`src/rtl/fifo_arb_pkg.sv`:
```
// fifo_arb_pkg
//   Shared types and sizing helpers for the FIFO write-port arbiter.
//   - arb_state_e : arbiter FSM states (IDLE, OWN)
//   - clog2       : ceiling log2 for elaboration-time sizing
//   - idx_width   : producer index width (never below 1 bit)
//   - cnt_width   : burst counter width, wide enough to hold MAX_BURST
package fifo_arb_pkg;

   typedef enum logic {
      IDLE = 1'b0,
      OWN  = 1'b1
   } arb_state_e;

   localparam int DEF_N         = 4;
   localparam int DEF_W         = 8;
   localparam int DEF_MAX_BURST = 4;

   function automatic int clog2(input int value);
      int r;
      r = 0;
      while ((1 << r) < value) begin
         r = r + 1;
      end
      return r;
   endfunction

   function automatic int idx_width(input int n);
      return (clog2(n) < 1) ? 1 : clog2(n);
   endfunction

   function automatic int cnt_width(input int max_burst);
      return clog2(max_burst) + 1;
   endfunction

   // Widths for the default configuration.
   localparam int DEF_IDX_W = idx_width(DEF_N);
   localparam int DEF_CNT_W = cnt_width(DEF_MAX_BURST);

endpackage

```
`src/rtl/fifo_wr_arbiter_rr_pick.sv`:
```
// rr_pick
//   Combinational round-robin picker. Finds the first set request bit at or
//   above ptr, wrapping modulo N.
//   Ports:
//     req  in  N      request vector
//     ptr  in  IDX_W  search start index (0..N-1)
//     any  out 1      at least one request is set
//     idx  out IDX_W  chosen index (0 when any=0)
module rr_pick
   import fifo_arb_pkg::*;
#(
   parameter int N     = DEF_N,
   parameter int IDX_W = idx_width(N)
) (
   input  logic [N-1:0]     req,
   input  logic [IDX_W-1:0] ptr,
   output logic             any,
   output logic [IDX_W-1:0] idx
);

   always_comb begin
      int j;
      any = 1'b0;
      idx = '0;
      j   = 0;
      for (int k = 0; k < N; k++) begin
         // Candidate position k steps after ptr, folded back into 0..N-1.
         j = int'(ptr) + k;
         if (j >= N) begin
            j = j - N;
         end
         if (!any && req[j]) begin
            any = 1'b1;
            idx = IDX_W'(j);
         end
      end
   end

endmodule

```
`src/rtl/fifo_wr_arbiter.sv`:
```
// fifo_wr_arbiter
//   Round-robin arbiter sharing one FIFO write port among N producers. A
//   producer is granted after a one-cycle arbitration in IDLE, may then write
//   up to MAX_BURST words, and releases early if it drops its request. FIFO
//   full stalls the owner without releasing the grant.
//   Ports:
//     clk        in  1      rising-edge clock
//     reset      in  1      asynchronous reset, active low
//     req        in  N      per-producer valid
//     data_in    in  N*W    producer data, slice i = data_in[i*W +: W]
//     fifo_full  in  1      FIFO full back-pressure
//     ack        out N      one-hot, producer word consumed this cycle
//     fifo_wr    out 1      FIFO write strobe
//     fifo_data  out W      FIFO write data (0 when not owning)
//     gnt_id     out IDXW   current / last owner index
//     busy       out 1      a producer currently owns the port
module fifo_wr_arbiter
   import fifo_arb_pkg::*;
#(
   parameter int N         = DEF_N,
   parameter int W         = DEF_W,
   parameter int MAX_BURST = DEF_MAX_BURST
) (
   input  logic                      clk,
   input  logic                      reset,
   input  logic [N-1:0]              req,
   input  logic [N*W-1:0]            data_in,
   input  logic                      fifo_full,
   output logic [N-1:0]              ack,
   output logic                      fifo_wr,
   output logic [W-1:0]              fifo_data,
   output logic [idx_width(N)-1:0]   gnt_id,
   output logic                      busy
);

   localparam int IDX_W = idx_width(N);
   localparam int CNT_W = cnt_width(MAX_BURST);

   arb_state_e       state_q;
   logic [IDX_W-1:0] gnt_q;
   logic [IDX_W-1:0] ptr_q;
   logic [IDX_W-1:0] ptr_d;
   logic [CNT_W-1:0] burst_q;
   logic [CNT_W-1:0] burst_d;
   logic             last_beat;
   logic             pick_any;
   logic [IDX_W-1:0] pick_idx;
   logic [W-1:0]     data_slice [N];

   rr_pick #(
      .N     (N),
      .IDX_W (IDX_W)
   ) u_pick (
      .req (req),
      .ptr (ptr_q),
      .any (pick_any),
      .idx (pick_idx)
   );

   genvar gi;
   generate
      for (gi = 0; gi < N; gi++) begin : g_port
         assign data_slice[gi] = data_in[gi*W +: W];
         assign ack[gi]        = fifo_wr & (gnt_q == IDX_W'(gi));
      end
   endgenerate

   assign busy      = (state_q == OWN);
   // Write is combinational so a stall ends the very cycle full drops.
   assign fifo_wr   = busy & req[gnt_q] & ~fifo_full;
   assign fifo_data = busy ? data_slice[gnt_q] : '0;
   assign gnt_id    = gnt_q;

   // Pointer moves just past the releasing owner so it goes to the back.
   assign ptr_d     = (gnt_q == IDX_W'(N - 1)) ? '0 : gnt_q + IDX_W'(1);
   assign burst_d   = burst_q + CNT_W'(1);
   assign last_beat = (burst_q == CNT_W'(MAX_BURST - 1));

   always_ff @(posedge clk or negedge reset) begin
      if (!reset) begin
         state_q <= IDLE;
         gnt_q   <= '0;
         ptr_q   <= '0;
         burst_q <= '0;
      end else begin
         case (state_q)
            IDLE: begin
               if (pick_any) begin
                  gnt_q   <= pick_idx;
                  burst_q <= '0;
                  state_q <= OWN;
               end
            end
            OWN: begin
               if (fifo_wr) begin
                  if (last_beat) begin
                     state_q <= IDLE;
                     ptr_q   <= ptr_d;
                  end else begin
                     burst_q <= burst_d;
                  end
               end else if (!req[gnt_q]) begin
                  // Owner went quiet; a full-only stall keeps the grant.
                  state_q <= IDLE;
                  ptr_q   <= ptr_d;
               end
            end
            default: state_q <= IDLE;
         endcase
      end
   end

endmodule

```
`config.mk`:
```
export PLATFORM = sky130hd
export DESIGN_NAME = fifo_wr_arbiter
export DESIGN_NICKNAME = d
export VERILOG_FILES = /design/src/rtl/fifo_arb_pkg.sv /design/src/rtl/fifo_wr_arbiter_rr_pick.sv /design/src/rtl/fifo_wr_arbiter.sv
export SDC_FILE = /design/constraint.sdc
export NUM_CORES = 1
export LEC_CHECK = 0
export BUFFER_PORTS_ARGS = -buffer_cell sky130_fd_sc_hd__buf_2
export CELL_PAD_IN_SITES_DETAIL_PLACEMENT = 1
export CELL_PAD_IN_SITES_GLOBAL_PLACEMENT = 2
export CORE_MARGIN = 4
export CORE_UTILIZATION = 25
export CTS_CLUSTER_SIZE = 28
export DETAILED_ROUTE_END_ITERATION = 8
export GPL_TIMING_DRIVEN = 0
export PLACE_DENSITY_LB_ADDON = 0.3
export SYNTH_ARGS = -nofsm -noshare
export SYNTH_HDL_FRONTEND = slang
export SYNTH_SLANG_ARGS = --single-unit
```
`constraint.sdc`:
```
create_clock -name clk -period 3.95 [get_ports clk]
set_input_delay 0.79 -clock clk [delete_from_list [all_inputs] [get_ports clk]]
set_output_delay 0.79 -clock clk [all_outputs]
set_load 0.005 [all_outputs]
```
==> impl_metrics.toml, run 1 <==
[global_routing]
grt_pass1_wl_mm = 4.42
grt.total_usage_pct = 13.3
grt_pass1_vias = 925
grt_max_degree = 11
overflow = 0
antenna_found_initial = 0

[worst_setup_path]
cp-end-kind = "output pin"
path_class = "in2out"
required_ps = 3160
critPathMaxFanout = 6
r2r_end = "ptr_q[0]$_DFFE_PN0P_"
r2r.worst_path.cells = 3
ff2ff_setup_slack_ps = 2210
arrival_ps = 2040
cp-start-kind = "input pin"
r2r-start = "gnt_id[0]$_DFFE_PN0P_"

[synthesis]
synthDominantCellAreaShare_pct = 23.7
synth-edff-count = 0
ys_ff_latch = 8
synth_common_cells = "12 x and2_1, 8 x dfrtp_1, 8 x inv_1, 8 x mux4_2, 6 x ha_1"
synth_cell_types = 29
ys.warnings.count = 0
syn_nets = 125
ys_seq_area_share_pct = 23.7
synth.most_common_cell = "and2_1"
synth.avg_cell_area_sq_um = 10.6
synthesis.area_sq_um = 845
synth_area_leaders = "dfrtp_1 24%, mux4_2 21%, and2_1 8.9%"
synth_top_cell_by_area = "dfrtp_1"
ys.flop_type = "dfrtp_1"
syn_inst = 80
synthArstFlopShare_pct = 100

[outcome]
status = "finished clean"

[placement]
hpwl_mm = 2.29
pre_cts_ws_ps = 1110
place_congestion = 0.680
io_buffer_count = 54
dp_cells = 178

[cells_and_area]
fin_nets = 184
antenna_cells = 0
syn2layout_area_growth_pct = 41.2
drive_gt1_share_pct = 52.6
fin_util_pct = 37.8
final_cells = 181

[sta]
drv_slew = 0
setup_viol = 0
worst_pin_slew_ps = 559
worst_clock_skew_ps = 1.75
rsz0062_at_grt = "false"
timing.final.crit_share_pct = 71.6
fmax_mhz = 354
fin_setup_tns_ps = 0
period_needed_ps = 2830
setup_ws_ps = 1120
hold_ws_ps = 368
hold_viol_final = 0
slew_headroom_pct = 62.7

[route]
drtAntennaViolNets = 0
drt_wl_total_mm = 2.69
wire_per_inst_um = 14.8
avgViaCountPerCell = 4.73
firstDrtPassIters = 4
drt_iter0_drc = 26
vias = 857
drc_errors = 0

[floorplan]
fp.dieH_um = 66.1
die_w_um = 66.1
ios = 55
die-area_sq_um = 4370
fp.coreArea_sq_um = 3150
initial_utilization_pct = 26.8
rows = 20

[cts]
cts_inserted_buffers = 3
clock_sinks = 8
clk_pin_slew_worst_paths_ps = 50
clk_path_buf_depth = 2
clock_latency_ps = 250
cts_setup_buffers = 0
cts_tree = "done"
postCtsHoldBufs = 0
clockRootBuffer = "clkbuf_4"
cts_resized = 0
h-tree-depth = 1

[job]
drv_cap = 0

[power_and_ir_drop]
power.density_nw_per_um2 = 585
p_leak_nw = 0.611
peakVddDrop_uv = 212

[hold_path]
min_path_type = "in2async"
==> power by group <==
part | internal (W) | total (W) | switching (W)
sequential | 0.000119 | 0.000166 | 0.0000469
clock | 0.0000347 | 0.0000621 | 0.0000274
combinational | 0.000259 | 0.000469 | 0.000210
==> state kept, by name, indices dropped and copies added, names as in the netlist <==
register,flops
ptr_q,2
gnt_id,2
busy,1
burst_q,3
==> final cells by class <==
type,instances,area (sq um)
well taps,44,55.1
repair buffers,54,270
clock buffers,3,22.5
plain buffers,4,23.8
multi-input cells,60,591
fillers,387,1960
inverters,8,30.0
flip-flops and latches,8,200
==> per-layer routing <==
layer,vias up,track usage [%],routed length [um]
met4,0,5.33,45
met5,-,0,0
li1,408,-,-
met3,5,2.55,314
met1,401,16.1,1110
met2,43,22.9,1220
==> how the worst max path moves through the flow <==
| stage | startpoint | to | slack [ps] | depth (start not counted) |
|---|---|---|---|---|
| finish | req[3] | ack[2] | 1120 | 6 |
| global route | req[0] | ack[2] | 1060 | 6 |
| CTS | req[3] | ack[2] | 1110 | 6 |
| detailed placement | req[3] | ack[2] | 1110 | 6 |
| global placement | req[3] | ack[3] | 1120 | 6 |
| floorplan | req[3] | ack[0] | 1430 | 4 |
==> through the flow <==
step	instance area, sq um	total power, W
floorplan	845	0.000475
global placement	1170	0.000629
detailed placement	1170	0.000652
CTS	1190	0.000718
global route	1190	0.000776
finish	1190	0.000697
==> kinds of logic (layout without fill, tap and decap cells) <==
kind of cell,count (synthesis),after routing,share of synthesized area (%)
buf+inv,12,69,6.37
fa+ha+maj,6,6,8.89
mux,14,14,30.7
simple gates,27,27,19.0
compound gates,13,13,11.4
flops,8,8,23.7
==> layout by cell type (no fill, tap or decap), drive strengths merged <==
cell type / count
buf: 56
and2: 12
mux4: 9
inv: 8
dfrtp: 8
ha: 6
clkbuf: 5
nand2: 4
nor2: 3
mux2i: 3
nor3: 2
a21oi: 2
nor2b: 2
o21ai: 2
mux2: 2
o221ai: 2
nand2b: 2
and3b: 1
a21boi: 1
a31o: 1
nand3b: 1
o2bb2ai: 1
o21a: 1
o22ai: 1
a22o: 1
a22oi: 1
==> critical path, stage by stage <==
cell     delay, ps
buf_2          130
mux4_2         510
and3b_1        210
buf_6          130
and2_1         150
buf_2          120
Power figures use the tool's default switching activity.
==> run 2: changes to the inputs <==
CORE_UTILIZATION = 21   (was 25)
clock period = 2.55 ns   (was 3.95 ns; I/O delays follow)
==> run 2 against run 1 <==
First-iteration DRC count shrank 73%. Non-clock buffer count is the same. Wire length shrank 5.8%. Count of clock-buffer cells in the layout is the same. Total power grew 60%. Global-route usage shrank 2.9 points. Critical path depth shrank 1. Register-to-register slack lost 1400 ps. Clock power grew 140%. Cell count grew 2.2%. Sequential share of layout area shrank 0.33 points. Die area grew 17%. Critical path type is now reg2out. Largest cell class unchanged. Largest power group unchanged.
==> impl_metrics.toml, run 2 (synthesis results as in run 1) <==
[outcome]
status = "finished clean"

[global_routing]
grt_pass1_wl_mm = 4.32
antenna_found_initial = 0
grt_pass1_vias = 926
grt_max_degree = 11
overflow = 0
grt.total_usage_pct = 10.4

[placement]
place_congestion = 0.741
placed_cell_area_sq_um = 1170
io_buffer_count = 54
hpwl_mm = 2.23
dp_cells = 182

[sta]
period_needed_ps = 2340
timing.final.crit_share_pct = 92.0
fmax_mhz = 426
fin_setup_tns_ps = 0
drv_slew = 0
hold_ws_ps = 118
worst_clock_skew_ps = 0.909
hold_viol_final = 0
worst_pin_slew_ps = 574
slew_headroom_pct = 61.7
rsz0062_at_grt = "false"
setup_viol = 0

[cts]
cts_setup_buffers = 0
cts_resized = 0
cts_tree = "done"
postCtsHoldBufs = 0
clk_path_buf_depth = 2
clock_sinks = 8
cts_inserted_buffers = 3
clockRootBuffer = "clkbuf_8"
clock_latency_ps = 220
clk_pin_slew_worst_paths_ps = 40
h-tree-depth = 1

[worst_setup_path]
arrival_ps = 1830
required_ps = 2040
path_cells = "mux4_2 -> and3b_1 -> buf_6 -> and2_1 -> buf_2"
cpPeakStageDelay_ps = 560
cpMaxStageDelayCell = "mux4_2"
critPathMaxFanout = 6
path_class = "reg2out"
r2r-start = "gnt_id[0]$_DFFE_PN0P_"
cp-end-kind = "output pin"
r2r_end = "ptr_q[0]$_DFFE_PN0P_"
ff2ff_setup_slack_ps = 850
r2r.worst_path.cells = 3
cp-start-kind = "flip-flop"

[route]
vias = 839
drt_iter0_drc = 7
avgViaCountPerCell = 4.54
drc_errors = 0
wire_per_inst_um = 13.7
drtAntennaViolNets = 0
drt_wl_total_mm = 2.53
firstDrtPassIters = 4

[cells_and_area]
fillCellCount = 458
final_cells = 185
design_area_sq_um = 1220
multi_input_area_sq_um = 591
largest_register_ffs = 3
fin_nets = 184
antenna_cells = 0
drive_gt1_share_pct = 52.6
syn2layout_area_growth_pct = 44.0
largest-register = "burst_q"
mostFrequentLayoutCell = "buf_2"
most-common-layout-cells = "55 x buf_2, 12 x and2_1, 8 x mux4_2, 8 x inv_1, 8 x dfrtp_1"
register_area_sq_um = 200

[power_and_ir_drop]
power.density_nw_per_um2 = 920
p_leak_nw = 0.619
peakVddDrop_uv = 276

[job]
drv_cap = 0

[floorplan]
die-area_sq_um = 5100
rows = 22
die_w_um = 71.4
initial_utilization_pct = 22.4
fp.dieH_um = 71.4
fp.coreArea_sq_um = 3770
ios = 55

[hold_path]
min_path_type = "in2async"
run 2: cell counts in the layout (fill, tap and decap cells not counted):
No cell type changed its count.
run 2: layer usage:
metal / global-route usage, % / vias up / wire length (um)
met1: 12.5 / 412 / 1050
li1: - / 405 / -
met5: 0 / - / 0
met3: 3.79 / 0 / 158
met2: 18.4 / 22 / 1330
met4: 0.835 / 0 / 0
run 2: worst max-delay path, delay by kind of cell (launching register included):
kind | cells | cell delay, ps
multiplexers | 1 | 560
flip-flops | 1 | 450
AND/OR/NAND/NOR | 2 | 360
buffers and inverters | 2 | 250
run 2: metrics by stage:
step	setup WS, ps	utilization [%]	power, W
floorplan	588	-	0.000736
global placement	296	31.2	0.000972
detailed placement	283	31.2	0.000993
CTS	172	32.2	0.00115
global route	67.4	32.2	0.00125
finish	205	32.2	0.00112
run 2: worst max path at each step:
stage	from	endpoint	slack, ps	depth (start not counted)
2_1_floorplan	req[3]	ack[0]	590	4
3_3_place_gp	req[3]	ack[3]	300	6
3_5_place_dp	req[3]	ack[1]	280	6
4_1_cts	gnt_id[0]$_DFFE_PN0P_	fifo_data[1]	170	4
5_1_grt	gnt_id[0]$_DFFE_PN0P_	fifo_data[5]	70	4
6_report	gnt_id[0]$_DFFE_PN0P_	ack[1]	210	5
run 2: report_power, final:
| group | total, W | leakage, nW | switching, W | internal [W] |
|---|---|---|---|---|
| registers | 0.000257 | 0.0997 | 0.0000716 | 0.000185 |
| logic | 0.000714 | 0.498 | 0.000315 | 0.000399 |
| clock network | 0.000147 | 0.0216 | 0.0000454 | 0.000102 |
| total | 0.00112 | 0.619 | 0.000432 | 0.000686 |
run 2: final cells by class:
cell class / count / area share, %
plain buffers: 4 / 1.95
clock buffers: 3 / 3.40
inverters: 8 / 2.47
multi-input cells: 60 / 48.6
flip-flops and latches: 8 / 16.5
well taps: 48 / 4.94
repair buffers: 54 / 22.2
==> run 3: changes to the inputs <==
CORE_MARGIN = 2   (was 4)
==> run 3 against run 2 <==
Sequential cell count stayed put. Non-clock buffer count is the same. First-iteration DRC count rose to 2.6 times the previous value. Total power is 0.57% lower. Cell count increased by 1.1%. Fmax shrank 0.64%. Critical path depth unchanged. Sequential share of layout area hardly changed.
==> impl_metrics.toml, run 3 (synthesis results as in run 1) <==
[placement]
pre_cts_ws_ps = 268
hpwl_mm = 2.11
place_congestion = 0.727
io_buffer_count = 54

[floorplan]
rows = 23
die-area_sq_um = 4540
ios = 55
fp.coreArea_sq_um = 3940
die_w_um = 67.4
initial_utilization_pct = 21.4
fp.dieH_um = 67.4

[cts]
clk_path_buf_depth = 2
h-tree-depth = 1
cts_inserted_buffers = 3
postCtsHoldBufs = 0
cts_resized = 0
clockRootBuffer = "clkbuf_8"
cts_setup_buffers = 0
clk_pin_slew_worst_paths_ps = 40
clock_latency_ps = 220
cts_tree = "done"
clock_sinks = 8

[worst_setup_path]
critPathMaxFanout = 6
required_ps = 2040
cp-start-kind = "flip-flop"
cpPeakStageDelay_ps = 560
ff2ff_setup_slack_ps = 820
cpMaxStageDelayCell = "mux4_2"
cp-end-kind = "output pin"
arrival_ps = 1850
path_class = "reg2out"
path_cells = "mux4_2 -> and3b_1 -> buf_6 -> and2_1 -> buf_2"

[sta]
setup_viol = 0
slew_headroom_pct = 61.6
fin_setup_tns_ps = 0
setup_ws_ps = 190
period_needed_ps = 2360
hold_viol_final = 0
rsz0062_at_grt = "false"
timing.final.crit_share_pct = 92.5
worst_pin_slew_ps = 575
worst_clock_skew_ps = 1.90
drv_slew = 0
fmax_mhz = 424

[outcome]
status = "finished clean"

[power_and_ir_drop]
peakVddDrop_uv = 240
p_leak_nw = 0.619
power.density_nw_per_um2 = 912

[cells_and_area]
drive_gt1_share_pct = 52.6
largest_register_ffs = 3
antenna_cells = 0
largest-register = "burst_q"
syn2layout_area_growth_pct = 44.3
mostFrequentLayoutCell = "buf_2"
fin_nets = 184
most-common-layout-cells = "55 x buf_2, 12 x and2_1, 8 x mux4_2, 8 x inv_1, 8 x dfrtp_1"

[route]
avgViaCountPerCell = 4.58
vias = 857
wire_per_inst_um = 13.0
drtAntennaViolNets = 0
firstDrtPassIters = 4
drt_iter0_drc = 18
drc_errors = 0
drt_wl_total_mm = 2.44

[hold_path]
min_path_type = "in2async"

[global_routing]
grt_max_degree = 11
antenna_found_initial = 0
grt.total_usage_pct = 11.1
grt_pass1_wl_mm = 3.83
overflow = 0
grt_pass1_vias = 875

[job]
drv_cap = 0
## run 3: cell counts in the layout (fill, tap and decap cells not counted)
No cell type changed its count.
## run 3: report_power, final
| group | leakage (nW) | internal (W) | total [W] | switching, W |
|---|---|---|---|---|
| registers | 0.0997 | 0.000186 | 0.000253 | 0.0000679 |
| logic | 0.498 | 0.000398 | 0.000712 | 0.000313 |
| clock network | 0.0216 | 0.000102 | 0.000147 | 0.0000450 |
| total | 0.619 | 0.000686 | 0.00111 | 0.000426 |
## run 3: critical path, delay by kind of cell (launching register included)
kind	cells	cell delay [ps]
DFF	1	460
muxes	1	560
buffers and inverters	2	250
and+or+nand+nor	2	360
## run 3: worst paths after layout
| kind | endpoint | cells past startpoint | start |
|---|---|---|---|
| worst min register to register | burst_q[0]$_DFFE_PN0P_ | 1 | burst_q[0]$_DFFE_PN0P_ |
| worst max-delay path | ack[3] | 5 | gnt_id[0]$_DFFE_PN0P_ |
| worst min-delay path | gnt_id[1]$_DFFE_PN0P_ | 1 | reset |
| max in group asynchronous | burst_q[2]$_DFFE_PN0P_ | 1 | reset |
| min in group clk | burst_q[0]$_DFFE_PN0P_ | 1 | burst_q[0]$_DFFE_PN0P_ |
| worst max register to register | burst_q[2]$_DFFE_PN0P_ | 5 | gnt_id[0]$_DFFE_PN0P_ |
## run 3: cell type report
cell class / count / area [sq um]
Multi-Input combinational cell: 60 / 591
Clock buffer: 3 / 41.3
Sequential cell: 8 / 200
Inverter: 8 / 30.0
Tap cell: 50 / 62.6
Buffer: 4 / 23.8
Timing Repair Buffer: 54 / 270
Fill cell: 484 / 2720
## run 3: through the flow
stage               hold WS, ps  util (%)  total power [W]  cells  instance area, sq um
global route                121      30.9          0.00125    187                  1220
finish                      121      30.9          0.00111    187                  1220
detailed placement          366      29.9         0.000991    184                  1180
CTS                         125      30.9          0.00114    187                  1220
floorplan                   214         -         0.000736     80                   845
global placement            354      29.9         0.000972    184                  1180
## run 3: routing by layer
metal	vias to the layer above	track usage (%)	share of wire, %
li1	406	-	-
met1	403	12.1	39
met2	48	19.3	47
met3	0	4.50	14
met5	-	0	0
met4	0	3.83	0
